===== src/rtl/uart_buffered.sv =====
// Buffered UART: TX and RX FIFOs around serial framers with a runtime baud divisor.
// Define UART_BUFFERED_PARITY_EN to add an even-parity bit to every frame.
module uart_buffered #(
  parameter int DATA_BITS  = 8,
  parameter int DIV_W      = 16,
  parameter int FIFO_DEPTH = 16
) (
  input  logic                 clk,
  input  logic                 nrst,
  input  logic [DIV_W-1:0]     divisor,
  input  logic [DATA_BITS-1:0] tx_data,
  input  logic                 tx_valid,
  output logic                 tx_ready,
  output logic                 tx,
  output logic                 tx_busy,
  input  logic                 rx,
  output logic [DATA_BITS-1:0] rx_data,
  output logic                 rx_valid,
  input  logic                 rx_ready,
  output logic                 rx_frame_err,
  output logic                 rx_overrun,
  output logic                 rx_parity_err
);

  localparam int PTR_W = $clog2(FIFO_DEPTH);
  localparam logic [2:0] S_IDLE  = 3'd0;
  localparam logic [2:0] S_START = 3'd1;
  localparam logic [2:0] S_DATA  = 3'd2;
  localparam logic [2:0] S_STOP  = 3'd4;
`ifdef UART_BUFFERED_PARITY_EN
  localparam logic [2:0] S_PARITY = 3'd3;
`endif
  localparam logic [2:0] LAST_BIT = 3'(DATA_BITS - 1);
  localparam logic [DIV_W-1:0] DIV_ONE = 1;
  localparam logic [PTR_W:0] PTR_ONE = 1;

  logic [DATA_BITS-1:0] r_txMem [FIFO_DEPTH];
  logic [PTR_W:0]       r_txWr, r_txRd;
  logic [PTR_W:0]       w_txRdNext;
  logic                 w_txEmpty, w_txFull, w_txPush, w_txPop, w_txTick;
  logic [2:0]           r_txState;
  logic [DIV_W-1:0]     r_txCnt, r_txDiv;
  logic [DATA_BITS-1:0] r_txShift;
  logic [2:0]           r_txBit;
  logic                 r_tx;
`ifdef UART_BUFFERED_PARITY_EN
  logic                 r_txPar;
`endif

  assign w_txEmpty  = (r_txWr == r_txRd);
  assign w_txFull   = (r_txWr[PTR_W] != r_txRd[PTR_W]) &&
                      (r_txWr[PTR_W-1:0] == r_txRd[PTR_W-1:0]);
  assign w_txPush   = tx_valid && !w_txFull;
  assign w_txRdNext = r_txRd + PTR_ONE;
  assign w_txTick   = (r_txCnt == '0);
  // The in-flight byte stays in the FIFO until its stop bit ends.
  assign w_txPop    = (r_txState == S_STOP) && w_txTick;
  assign tx_ready   = !w_txFull;
  assign tx         = r_tx;
  assign tx_busy    = !w_txEmpty || (r_txState != S_IDLE);

  always_ff @(posedge clk) begin
    if (w_txPush) r_txMem[r_txWr[PTR_W-1:0]] <= tx_data;
  end

  always_ff @(posedge clk or negedge nrst) begin
    if (!nrst) begin
      r_txWr <= '0;
      r_txRd <= '0;
    end else begin
      if (w_txPush) r_txWr <= r_txWr + PTR_ONE;
      if (w_txPop)  r_txRd <= w_txRdNext;
    end
  end

  always_ff @(posedge clk or negedge nrst) begin
    if (!nrst) begin
      r_txState <= S_IDLE;
      r_txCnt   <= '0;
      r_txDiv   <= '0;
      r_txShift <= '0;
      r_txBit   <= '0;
      r_tx      <= 1'b1;
`ifdef UART_BUFFERED_PARITY_EN
      r_txPar   <= 1'b0;
`endif
    end else begin
      case (r_txState)
        S_IDLE: if (!w_txEmpty) begin
          r_txState <= S_START;
          r_tx      <= 1'b0;
          r_txDiv   <= divisor;
          r_txCnt   <= divisor - DIV_ONE;
          r_txShift <= r_txMem[r_txRd[PTR_W-1:0]];
        end
        S_START: if (w_txTick) begin
          r_txState <= S_DATA;
          r_tx      <= r_txShift[0];
          r_txCnt   <= r_txDiv - DIV_ONE;
          r_txBit   <= '0;
`ifdef UART_BUFFERED_PARITY_EN
          r_txPar   <= ^r_txShift;
`endif
        end else r_txCnt <= r_txCnt - DIV_ONE;
        S_DATA: if (w_txTick) begin
          r_txCnt <= r_txDiv - DIV_ONE;
          if (r_txBit == LAST_BIT) begin
`ifdef UART_BUFFERED_PARITY_EN
            r_txState <= S_PARITY;
            r_tx      <= r_txPar;
`else
            r_txState <= S_STOP;
            r_tx      <= 1'b1;
`endif
          end else begin
            r_txBit   <= r_txBit + 3'd1;
            r_tx      <= r_txShift[1];
            r_txShift <= r_txShift >> 1;
          end
        end else r_txCnt <= r_txCnt - DIV_ONE;
`ifdef UART_BUFFERED_PARITY_EN
        S_PARITY: if (w_txTick) begin
          r_txState <= S_STOP;
          r_tx      <= 1'b1;
          r_txCnt   <= r_txDiv - DIV_ONE;
        end else r_txCnt <= r_txCnt - DIV_ONE;
`endif
        S_STOP: if (w_txTick) begin
          // Chain straight into the next queued byte so frames carry no idle gap.
          if (w_txRdNext != r_txWr) begin
            r_txState <= S_START;
            r_tx      <= 1'b0;
            r_txDiv   <= divisor;
            r_txCnt   <= divisor - DIV_ONE;
            r_txShift <= r_txMem[w_txRdNext[PTR_W-1:0]];
          end else begin
            r_txState <= S_IDLE;
          end
        end else r_txCnt <= r_txCnt - DIV_ONE;
        default: begin
          r_txState <= S_IDLE;
          r_tx      <= 1'b1;
        end
      endcase
    end
  end

  logic                 r_rxSync1, r_rxSync2, r_rxPrev;
  logic [2:0]           r_rxState;
  logic [DIV_W-1:0]     r_rxCnt, r_rxDiv;
  logic [DATA_BITS-1:0] r_rxShift;
  logic [2:0]           r_rxBit;
  logic                 r_frameErr, r_overrun;
  logic                 w_rxFall, w_rxTick, w_rxStopTick, w_rxGood, w_rxPush, w_rxPop;
  logic [DATA_BITS-1:0] r_rxMem [FIFO_DEPTH];
  logic [PTR_W:0]       r_rxWr, r_rxRd;
  logic                 w_rxEmpty, w_rxFull;
`ifdef UART_BUFFERED_PARITY_EN
  logic                 r_rxParBad, r_parErr;
`endif

  always_ff @(posedge clk or negedge nrst) begin
    if (!nrst) begin
      r_rxSync1 <= 1'b1;
      r_rxSync2 <= 1'b1;
      r_rxPrev  <= 1'b1;
    end else begin
      r_rxSync1 <= rx;
      r_rxSync2 <= r_rxSync1;
      r_rxPrev  <= r_rxSync2;
    end
  end

  assign w_rxFall     = r_rxPrev && !r_rxSync2;
  assign w_rxTick     = (r_rxCnt == '0);
  assign w_rxStopTick = (r_rxState == S_STOP) && w_rxTick;
`ifdef UART_BUFFERED_PARITY_EN
  assign w_rxGood     = w_rxStopTick && r_rxSync2 && !r_rxParBad;
`else
  assign w_rxGood     = w_rxStopTick && r_rxSync2;
`endif
  assign w_rxEmpty    = (r_rxWr == r_rxRd);
  assign w_rxFull     = (r_rxWr[PTR_W] != r_rxRd[PTR_W]) &&
                        (r_rxWr[PTR_W-1:0] == r_rxRd[PTR_W-1:0]);
  assign w_rxPop      = !w_rxEmpty && rx_ready;
  assign w_rxPush     = w_rxGood && (!w_rxFull || w_rxPop);

  always_ff @(posedge clk or negedge nrst) begin
    if (!nrst) begin
      r_rxState <= S_IDLE;
      r_rxCnt   <= '0;
      r_rxDiv   <= '0;
      r_rxShift <= '0;
      r_rxBit   <= '0;
`ifdef UART_BUFFERED_PARITY_EN
      r_rxParBad <= 1'b0;
`endif
    end else begin
      case (r_rxState)
        S_IDLE: if (w_rxFall) begin
          r_rxState <= S_START;
          r_rxDiv   <= divisor;
          r_rxCnt   <= (divisor >> 1) - DIV_ONE;
        end
        S_START: if (w_rxTick) begin
          r_rxState <= r_rxSync2 ? S_IDLE : S_DATA;
          r_rxCnt   <= r_rxDiv - DIV_ONE;
          r_rxBit   <= '0;
        end else r_rxCnt <= r_rxCnt - DIV_ONE;
        S_DATA: if (w_rxTick) begin
          r_rxShift <= {r_rxSync2, r_rxShift[DATA_BITS-1:1]};
          r_rxCnt   <= r_rxDiv - DIV_ONE;
          if (r_rxBit == LAST_BIT) begin
`ifdef UART_BUFFERED_PARITY_EN
            r_rxState <= S_PARITY;
`else
            r_rxState <= S_STOP;
`endif
          end else r_rxBit <= r_rxBit + 3'd1;
        end else r_rxCnt <= r_rxCnt - DIV_ONE;
`ifdef UART_BUFFERED_PARITY_EN
        S_PARITY: if (w_rxTick) begin
          r_rxParBad <= (r_rxSync2 != ^r_rxShift);
          r_rxState  <= S_STOP;
          r_rxCnt    <= r_rxDiv - DIV_ONE;
        end else r_rxCnt <= r_rxCnt - DIV_ONE;
`endif
        S_STOP: if (w_rxTick) r_rxState <= S_IDLE;
                else r_rxCnt <= r_rxCnt - DIV_ONE;
        default: r_rxState <= S_IDLE;
      endcase
    end
  end

  always_ff @(posedge clk or negedge nrst) begin
    if (!nrst) begin
      r_frameErr <= 1'b0;
      r_overrun  <= 1'b0;
`ifdef UART_BUFFERED_PARITY_EN
      r_parErr   <= 1'b0;
`endif
    end else begin
      r_frameErr <= w_rxStopTick && !r_rxSync2;
      r_overrun  <= w_rxGood && w_rxFull && !w_rxPop;
`ifdef UART_BUFFERED_PARITY_EN
      r_parErr   <= (r_rxState == S_PARITY) && w_rxTick && (r_rxSync2 != ^r_rxShift);
`endif
    end
  end

  always_ff @(posedge clk) begin
    if (w_rxPush) r_rxMem[r_rxWr[PTR_W-1:0]] <= r_rxShift;
  end

  always_ff @(posedge clk or negedge nrst) begin
    if (!nrst) begin
      r_rxWr <= '0;
      r_rxRd <= '0;
    end else begin
      if (w_rxPush) r_rxWr <= r_rxWr + PTR_ONE;
      if (w_rxPop)  r_rxRd <= r_rxRd + PTR_ONE;
    end
  end

  assign rx_valid     = !w_rxEmpty;
  assign rx_data      = w_rxEmpty ? '0 : r_rxMem[r_rxRd[PTR_W-1:0]];
  assign rx_frame_err = r_frameErr;
  assign rx_overrun   = r_overrun;
`ifdef UART_BUFFERED_PARITY_EN
  assign rx_parity_err = r_parErr;
`else
  assign rx_parity_err = 1'b0;
`endif

endmodule


===== config.mk =====
export PLATFORM = sky130hd
export DESIGN_NAME = uart_buffered
export DESIGN_NICKNAME = d
export VERILOG_FILES = /design/src/rtl/uart_buffered.sv
export SDC_FILE = /design/constraint.sdc
export NUM_CORES = 1
export LEC_CHECK = 0
export BUFFER_PORTS_ARGS = -buffer_cell sky130_fd_sc_hd__buf_2
export CORE_AREA = 2 2 180 182
export DETAILED_ROUTE_END_ITERATION = 16
export DIE_AREA = 0 0 182 184
export PLACE_DENSITY_LB_ADDON = 0.3
export SLEW_MARGIN = 20
export SYNTH_ARGS = -nofsm -noshare
export SYNTH_HDL_FRONTEND = slang
export SYNTH_SLANG_ARGS = --single-unit

===== constraint.sdc =====
create_clock -name clk -period 5.25 [get_ports clk]
set_clock_uncertainty 0.2 [all_clocks]
set_input_delay 0.2625 -clock clk [delete_from_list [all_inputs] [get_ports clk]]
set_output_delay 0.2625 -clock clk [all_outputs]
set_load 0.01 [all_outputs]

==> results of run 1 <==
==> final cells by class <==
type | count | area (um^2) | share of cell area [%]
clock buffer | 47 | 1057 | 5.138
clock inverter | 26 | 265.3 | 1.289
inverter | 29 | 108.9 | 0.5290
multi-input combinational | 856 | 7387 | 35.90
sequential | 374 | 10650 | 51.75
tap | 402 | 503.0 | 2.444
timing repair buffer | 85 | 606.8 | 2.949
==> worst max-delay path by stage <==
| stage | slack [ps] | to | cells after the start | start |
|---|---|---|---|---|
| floorplan | 2190 | r_rxMem[3][0] | 9 | r_rxCnt[0] |
| global placement | 1450 | r_rxMem[2][1] | 8 | r_rxCnt[0] |
| detailed placement | 1420 | r_rxMem[2][2] | 8 | r_rxCnt[0] |
| CTS | 1410 | r_rxMem[2][4] | 8 | r_rxCnt[0] |
| global route | 1110 | r_rxMem[1][3] | 8 | r_rxCnt[0] |
| finish | 1340 | r_rxMem[13][3] | 8 | r_rxCnt[0] |
==> stage by stage <==
step / hold slack, ps / power, W / setup WS (ps)
4_1_cts: 36.82 / 0.008051 / 1407
2_1_floorplan: -233.1 / 0.004835 / 2194
3_5_place_dp: 148.2 / 0.005225 / 1421
6_report: 67.22 / 0.008020 / 1336
3_3_place_gp: 150.0 / 0.005170 / 1448
5_1_grt: 83.13 / 0.008364 / 1109
==> state kept, by name (all words and copies together) (netlist names) <==
register,flops
r_rxDiv,16
r_txShift,8
r_rxPrev,1
r_rxState,3
r_rxSync1,1
r_txRd,5
r_rxSync2,1
r_txState,3
rx_overrun,1
r_txDiv,16
r_rxBit,3
r_rxCnt,16
r_rxMem,128
r_txBit,3
r_rxShift,8
r_txWr,5
r_txMem,128
tx,1
rx_frame_err,1
r_rxRd,5
r_rxWr,5
r_txCnt,16
==> worst register-to-register path: stages, from the launching register on <==
cell	delay, ps
dfrtp_1	410
inv_1	180
ha_1	170
nor4b_1	260
nand3_1	260
or2_2	540
nor3_1	750
nand3_1	230
nor2_1	570
==> routing by layer <==
layer,global-route usage [%],vias to the layer above
met5,0,-
met4,8.161,0
met3,3.645,76
met2,43.50,458
met1,34.08,5855
li1,-,5246
==> power by group <==
part           switching (W)  internal [W]  total (W)
sequential          0.000351       0.00348    0.00383
clock                0.00116       0.00165    0.00281
combinational       0.000750      0.000628    0.00138
total                0.00226       0.00576    0.00802
==> cell families after synthesis <==
logic type               count (synthesis)
flip-flops                             374
other                                    1
multiplexers                           168
AO/OA/AOI/OAI                          190
XOR/XNOR                                87
adder cells (fa/ha/maj)                 22
buffers and inverters                  103
AND/OR/NAND/NOR                        388
==> Yosys cell counts, types with 14 or more instances <==
cell type	instances
edfxtp_1	256
nand2_1	117
dfrtp_1	114
mux4_2	104
nor2_1	78
o21ai_0	52
clkbuf_1	49
xnor2_1	47
a21oi_1	39
xor2_1	39
nor3_1	32
mux2_2	30
inv_1	29
nand3_1	28
ha_1	22
nand4_1	22
mux2i_1	20
a22o_1	16
nor4_1	15
and2_1	14
mux2_4	14
==> impl_metrics.ini, run 1 <==
[worst_hold_path]
hold_depth = 3
worst_hold_path.endpoint = r_txWr[0]
min_path_type = in -> reg
hp-start = tx_valid

[global_route]
gr-total-overflow = 0
grt_use_total_pct = 25.45
grt_pass1_wl_mm = 65.34
grt_pass1_vias = 11690
grt_max_degree = 78
antenna_found_initial = 0

[pwr]
power_density_nw_per_um2 = 389.7
ir_worst_vdd_uv = 418.8
leakage_nw = 7.570

[logic_synthesis]
synthTopCellsByArea = edfxtp_1 42%, dfrtp_1 15%, mux4_2 13%
yosys.area_share.xor_xnor_pct = 4.173
synthDistinctLibCells = 80
synth_top_family_by_area = multiplexers
synthesis.area_um2 = 18440
postSynth.asyncResetShare_pct = 31.55
synth_cells = 1333
synth_ff_type = edfxtp_1
syn_avg_cell_area_um2 = 13.83
yosysSeqAreaShare_pct = 57.74
synth_compound_area_share_pct = 6.854
synth_adder_area_share_pct = 1.493
synth-seq-cells = 374
yosysWarnings = 0
synth-edff-count = 256
synth_nets = 1384
muxShareOfSynthArea_pct = 16.76
yosysTopAreaCellShare_pct = 41.69
synth_simple_gate_area_share_pct = 10.68
synth_top_area_cell = edfxtp_1

[placed_design]
dpl.hpwl_mm = 27.41
dp_cells = 1719
place.gp.congestion = 0.9230
port_buffers = 42
dpl_cell_area_um2 = 18980

[clock_tree]
cts_buffers = 40
cts_tree = done
insertion_delay_ps = 540
clk_path_buf_depth = 3
clock_sinks = 374
cts.reportedPaths.clkPinSlew_ps = 60
cts_root_buf = clkbuf_16
htreeDepth = 2
holdBufCountCts = 27
ctsResizeCount = 0
cts_setup_buffers = 0

[sta]
tightest_slew_ps = 1077
setup_violations = 0
min_period_ps = 3914
hold_viol_final = 0
rsz0062_at_grt = no
slew_headroom_pct = 27.63
timing.setup.tns_ps = 0
slew_violations = 0
fin_crit_sh_pct = 74.56
timing.fmax_mhz = 255.5

[setup_path]
worstPathRequired_ps = 5230
timing.rr.end = r_rxMem[13][3]
critPathMostFrequentCell = nand3_1
r2r-start = r_rxCnt[0]
setup.worst_path.class = reg -> reg
cp_data_arrival_time_ps = 3890
setup.worst_path.end_class = flop
path_buf_inv = 1
slowest_stage = nor3_1
cpLargestDelayFamily = simple AND/OR/NAND/NOR gates
rrSetupSlack_ps = 1340
critPathLaunchType = flop
path_max_fanout = 20
slowest_delay_ps = 740
r2r_cells = 8
cp_cell_sequence = inv_1, ha_1, nor4b_1, nand3_1, or2_2, nor3_1, nand3_1, nor2_1

[cells_and_area]
antenna_cells = 0
nFillCells = 2221
final_common_cell = edfxtp_1
fin_area_um2 = 20580
drive_above_1_share_pct = 21.10
instances_no_fill = 1819
area_growth_pct = 11.61
fin_nets = 1437
utilization_pct = 65.55
final_cell_mix = 256 x edfxtp_1, 117 x nand2_1, 112 x dfrtp_1

[die]
start_util_pct = 58.73
top_level_ports = 44
die_area_um2 = 33490
die_w_um = 182
coreArea_um2 = 31390
std_cell_rows = 65
die_h_um = 184

[route]
dr_wl_met3_mm = 2.794
wl_met2_mm = 20.84
dr.pass1.iters = 7
wl_met1_mm = 16.89
wl_mm = 41.64
ant_nets = 0
drc = 0
drt_iter0_markers = 1176
vias_per_cell = 6.396
num_vias = 11640
dr.max_layer_used = met4
wl_per_cell_um = 22.89

[run_status]
status = completed

[job]
cap_violations = 0
Note: power is estimated with default switching activity, not from simulation.
==> run 2, diff against run 1 <==
Settings changed: ABC_AREA from default to 1, CORE_AREA 2 2 180 182 to 2 2 190 192, DIE_AREA 0 0 182 184 to 0 0 192 194.
Clock period 5.25 ns to 3.1 ns, I/O delays scaled along.
==> run 2 against run 1 <==
Effect of this change:
- the flow now finishes with violations (negative hold slack)
- synthesized cell count increased by 79%
- setup slack got worse by 1100 ps
- global-route usage increased by 3.1 points
- total power increased by 130%
- critical endpoint is now rx_data[3]
- hold slack got worse by 76 ps
- core utilization decreased by 2.0 points
- sequential share of layout area decreased by 4.2 points
- clock-buffer cell count increased by 2
- critical path depth decreased by 1
- combinational power increased to 4.8 times the previous value
- largest cell class unchanged
- via count increased by 44%
==> impl_metrics.ini, run 2 <==
[logic_synthesis]
postSynth.asyncResetShare_pct = 31.55
yosysSeqAreaShare_pct = 53.42
synthesis.area_um2 = 19930
synth-edff-count = 256
synthDistinctLibCells = 46
yosysWarnings = 0
synth_ff_type = edfxtp_1
yosysTopAreaCellShare_pct = 38.57
syn_avg_cell_area_um2 = 8.363
yosysMostFrequentCell = nand2_1
synthTopCellsByCount = 739 x nand2_1, 304 x nor2_1, 274 x nand3_1, 256 x edfxtp_1, 162 x inv_1
synthTopCellsByArea = edfxtp_1 39%, dfrtp_1 14%, nand2_1 14%
synth_top_area_cell = edfxtp_1
synth_nets = 2434
synth_cells = 2383
synth-seq-cells = 374

[die]
start_util_pct = 56.58
die_w_um = 192
std_cell_rows = 69
die_area_um2 = 37250
die_h_um = 194
coreArea_um2 = 35220
top_level_ports = 44

[cells_and_area]
antenna_cells = 0
utilization_pct = 63.53
nFillCells = 2858
instances_no_fill = 2939
area_growth_pct = 12.29
drive_above_1_share_pct = 8.918
fin_nets = 2497
final_cell_mix = 739 x nand2_1, 304 x nor2_1, 274 x nand3_1
final_common_cell = nand2_1

[route]
drc = 0
wl_per_cell_um = 18.02
ant_nets = 0
vias_per_cell = 5.685
num_vias = 16710
drt_iter0_markers = 1785
dr.pass1.iters = 6
wl_mm = 52.96

[global_route]
grt_max_degree = 121
antenna_found_initial = 0
grt_pass1_vias = 15660
gr-total-overflow = 0
grt_pass1_wl_mm = 83.03
grt_use_total_pct = 28.57

[setup_path]
r2r-start = r_txRd[0]
timing.rr.end = r_txShift[5]
cp_data_arrival_time_ps = 2550
cp_cell_sequence = inv_1, buf_4, o21ai_0, o21ai_0, o211ai_1, a31oi_1, buf_2
path_max_fanout = 56
critPathMostFrequentCell = o21ai_0
setup.worst_path.class = reg -> out
slowest_stage = buf_4
r2r_cells = 12
setup.worst_path.end_class = primary output
critPathLaunchType = flop
rrSetupSlack_ps = 240
slowest_delay_ps = 480
worstPathRequired_ps = 2740

[sta]
timing.setup.tns_ps = 0
setup_violations = 0
tightest_slew_ps = 932.1
slew_headroom_pct = 37.52
hold_viol_final = 3
rsz0062_at_grt = no
slew_violations = 0
timing.hold.ws_ps = -8.509
fin_crit_sh_pct = 93.62
min_period_ps = 2902
timing.fmax_mhz = 344.5

[worst_hold_path]
min_path_type = in -> async

[pwr]
p_sw_w = 0.007209
power_density_nw_per_um2 = 830.1
pwr-share-seq_pct = 36.6
clockPowerShare_pct = 27.6
p_comb_share_pct = 35.8
swShare_pct = 38.81
intPower_w = 0.01137
leakage_nw = 9.784
total_power_w = 0.01858
ir_worst_vdd_uv = 671.8

[clock_tree]
clk_path_buf_depth = 3
cts.reportedPaths.clkPinSlew_ps = 60
cts_buffers = 41
insertion_delay_ps = 560
htreeDepth = 2
cts_tree = done
clock_sinks = 374
cts_root_buf = clkbuf_16

[placed_design]
dpl.hpwl_mm = 35.14
port_buffers = 42
dp_cells = 2836
place.gp.congestion = 0.9866

[run_status]
status = complete, but fails checks
violations = negative hold slack

[job]
cap_violations = 0
[run 2: cell types whose count changed after synthesis, sizes merged, moves of 30 or more]
cell    before  now
buf         24   54
inv         29  181
mux2        44    0
mux4       104    0
nand2      118  752
nand3       28  279
nor2        79  319
o211ai       0   34
o21ai       55  145
xnor2       47    7
[run 2: power by group through the flow]
stage	Clock [W]	Sequential (W)	Combinational [W]
after detailed placement	0	0.00686	0.00647
final	0.00513	0.00680	0.00664
after floorplan	0	0.00668	0.00488
after global routing	0.00540	0.00688	0.00743
after CTS	0.00520	0.00678	0.00654
after global placement	0	0.00685	0.00631
[run 2: worst max-delay path: cells and delay by family (launching register included)]
family	cells	cell delay [ps]
AOI/OAI and AO/OA	4	770
buffers and inverters	3	760
DFF	1	440
[run 2: cells by family after synthesis]
group / Yosys count / share of synthesized area, %
fa+ha+maj: 22 / 1.381
compound gates: 244 / 6.925
xor+xnor: 63 / 2.806
simple gates: 1394 / 29.34
mux: 8 / 0.4018
flops: 374 / 53.42
buf+inv: 277 / 5.707
other cells: 1 / 0.01882
[run 2: what timing repair did]
action | CTS | global route
setup buffers | 0 | 0
hold endpoints to repair | 272 | 0
gates resized for setup | 0 | 1
endpoints found under the setup margin | 0 | 2
hold buffers | 28 | 0
[run 2: through the flow]
| stage | worst slack [ps] | area, um^2 |
|---|---|---|
| floorplan | 692.4 | 19930 |
| global placement | 258.5 | 20630 |
| detailed placement | 304.5 | 20670 |
| CTS | 143.3 | 22360 |
| global route | 51.62 | 22380 |
| finish | 197.6 | 22380 |
[run 2: final cells by class]
class,count,area (um^2),share of cell area [%]
inverters,186,706.9,3.159
flip-flops and latches,374,10650,47.60
multi-input cells,1732,8202,36.65
repair buffers,111,833.3,3.724
well taps,461,576.8,2.577
clock buffers,49,1077,4.814
clock inverters,26,331.6,1.482
[run 2: worst max-delay path by stage]
| stage | end | cells past startpoint | from | slack (ps) |
|---|---|---|---|---|
| 6_report | rx_data[3] | 7 | r_rxRd[0] | 200 |
| 3_3_place_gp | r_txMem[8][4] | 9 | r_txRd[3] | 260 |
| 5_1_grt | rx_data[6] | 7 | r_rxRd[0] | 50 |
| 4_1_cts | rx_data[6] | 8 | r_rxRd[0] | 140 |
| 3_5_place_dp | r_txDiv[15] | 12 | r_txRd[1] | 300 |
| 2_1_floorplan | r_txMem[12][0] | 7 | r_txRd[2] | 690 |
[run 2: metal layers]
metal | share of wire [%] | routed length (um) | track usage, % | up-vias
met3 | 8.3 | 4372 | 5.430 | 127
met2 | 47 | 24840 | 44.55 | 741
met4 | 3.3 | 1751 | 10.52 | 0
met5 | 0 | 0 | 0 | -
li1 | - | - | - | 8024
met1 | 42 | 22000 | 39.97 | 7815
==> run 3, diff against run 2 <==
Settings changed: RECOVER_POWER from default to 100.
==> run 3 against run 2 <==
Effect of this change:
- critical endpoint is now rx_data[5]
- clock-buffer cell count did not move
- core utilization fell by 0.38 points
- routed wire length rose by 0.18%
- largest cell class unchanged
- the run now ends clean
- sequential share of layout area rose by 0.29 points
==> impl_metrics.ini, run 3 (synthesis results as in run 2) <==
[die]
std_cell_rows = 69
top_level_ports = 44
die_h_um = 194
die_area_um2 = 37250
die_w_um = 192
start_util_pct = 56.58
coreArea_um2 = 35220

[setup_path]
cp_cell_sequence = buf_4, o21ai_0, o21ai_0, o211ai_1, a31oi_1, clkbuf_1
setup.worst_path.class = reg -> out
critPathMostFrequentCell = o21ai_0
timing.rr.end = r_rxMem[2][5]
path_max_fanout = 67
critPathLaunchType = flop
r2r_cells = 9
rrSetupSlack_ps = 220
slowest_stage = buf_4
cp_data_arrival_time_ps = 2570
worstPathRequired_ps = 2740
setup.worst_path.end_class = primary output
slowest_delay_ps = 500
r2r-start = r_rxCnt[0]

[pwr]
swShare_pct = 38.77
total_power_w = 0.01848
clockPowerShare_pct = 27.7
pwr-share-seq_pct = 36.8
leakage_nw = 9.652
p_sw_w = 0.007166
ir_worst_vdd_uv = 674.0
intPower_w = 0.01132
p_comb_share_pct = 35.5
power_density_nw_per_um2 = 830.9

[sta]
fin_crit_sh_pct = 94.39
tightest_slew_ps = 1410
slew_violations = 0
setup_violations = 0
slew_headroom_pct = 6.015
timing.hold.ws_ps = 74.24
min_period_ps = 2926
timing.setup.tns_ps = 0
hold_viol_final = 0
timing.fmax_mhz = 341.8
rsz0062_at_grt = no

[route]
vias_per_cell = 5.696
drc = 0
wl_mm = 53.06
num_vias = 16740
drt_iter0_markers = 1740
wl_per_cell_um = 18.05
dr.pass1.iters = 9
ant_nets = 0

[cells_and_area]
fin_area_um2 = 22250
fin_nets = 2497
antenna_cells = 0
multi_input_area_um2 = 8155
regArea_um2 = 10650
drive_above_1_share_pct = 7.345
area_growth_pct = 11.62
final_common_cell = nand2_1
instances_no_fill = 2939
final_cell_mix = 742 x nand2_1, 307 x nor2_1, 277 x nand3_1
nFillCells = 2896

[global_route]
grt_max_degree = 121
grt_pass1_wl_mm = 83.03
grt_use_total_pct = 28.57
grt_pass1_vias = 15660
gr-total-overflow = 0
antenna_found_initial = 0

[worst_hold_path]
hold_depth = 2
min_path_type = in -> reg
worst_hold_path.endpoint = r_rxSync1
hp-start = rx

[clock_tree]
htreeDepth = 2
cts_buffers = 41
cts_root_buf = clkbuf_16
insertion_delay_ps = 560
clock_sinks = 374
cts.reportedPaths.clkPinSlew_ps = 60
clk_path_buf_depth = 3
cts_tree = done

[placed_design]
port_buffers = 42
dpl.hpwl_mm = 35.14
dpl_cell_area_um2 = 20670
place.gp.congestion = 0.9866
dp_cells = 2836

[run_status]
status = completed

[job]
cap_violations = 0
-- run 3: cell count changes in the layout (fill, tap and decap cells not counted), sizes merged --
cell / change
buf: -41
clkbuf: +41
clkinv: -1
clkinvlp: +1
-- run 3: what timing repair did --
item | 4_1_cts | 5_1_grt
buffers inserted | 0 | 0
hold buffers | 28 | 0
resized for setup | 0 | 1
setup endpoints to repair | 0 | 2
endpoints found under the hold margin | 272 | 0
-- run 3: power groups by stage --
stage	sequential [W]	clock, W	combinational (W)
2_1_floorplan	0.00668	0	0.00488
4_1_cts	0.00678	0.00520	0.00654
5_1_grt	0.00688	0.00540	0.00736
3_3_place_gp	0.00685	0	0.00631
3_5_place_dp	0.00686	0	0.00647
6_report	0.00680	0.00513	0.00656
-- run 3: critical path: cells and delay by family (launching register included) --
| family | cells | cell delay (ps) |
|---|---|---|
| compound gates | 4 | 910 |
| buf+inv | 2 | 700 |
| flops | 1 | 370 |
-- run 3: final cells by class --
| cell class | count | share of cell area [%] |
|---|---|---|
| repair buffers | 111 | 3.369 |
| inverters | 186 | 3.161 |
| flip-flops and latches | 374 | 47.88 |
| well taps | 461 | 2.593 |
| clock inverters | 26 | 1.491 |
| multi-input cells | 1732 | 36.66 |
| clock buffers | 49 | 4.843 |
-- run 3: worst max path at each step --
| stage | start | to | cells after the start |
|---|---|---|---|
| floorplan | r_txRd[2] | r_txMem[12][0] | 7 |
| global placement | r_txRd[3] | r_txMem[8][4] | 9 |
| detailed placement | r_txRd[1] | r_txDiv[15] | 12 |
| CTS | r_rxRd[0] | rx_data[6] | 8 |
| global route | r_rxRd[0] | rx_data[6] | 7 |
| finish | r_rxRd[1] | rx_data[5] | 6 |
-- run 3: layer usage --
| layer | share of wire, % | routed length, um | vias to the layer above | global-route usage [%] |
|---|---|---|---|---|
| met1 | 42 | 22180 | 7820 | 39.97 |
| met5 | 0 | 0 | - | 0 |
| met4 | 3.3 | 1774 | 0 | 10.52 |
| met3 | 8.4 | 4437 | 135 | 5.430 |
| li1 | - | - | 8027 | - |
| met2 | 46 | 24670 | 758 | 44.55 |
-- run 3: through the flow --
stage / util, % / setup slack, ps
finish: 63.15 / 173.9
global route: 63.15 / 26.69
CTS: 63.47 / 143.3
detailed placement: 58.67 / 304.5
global placement: 58.56 / 258.5
floorplan: - / 692.4
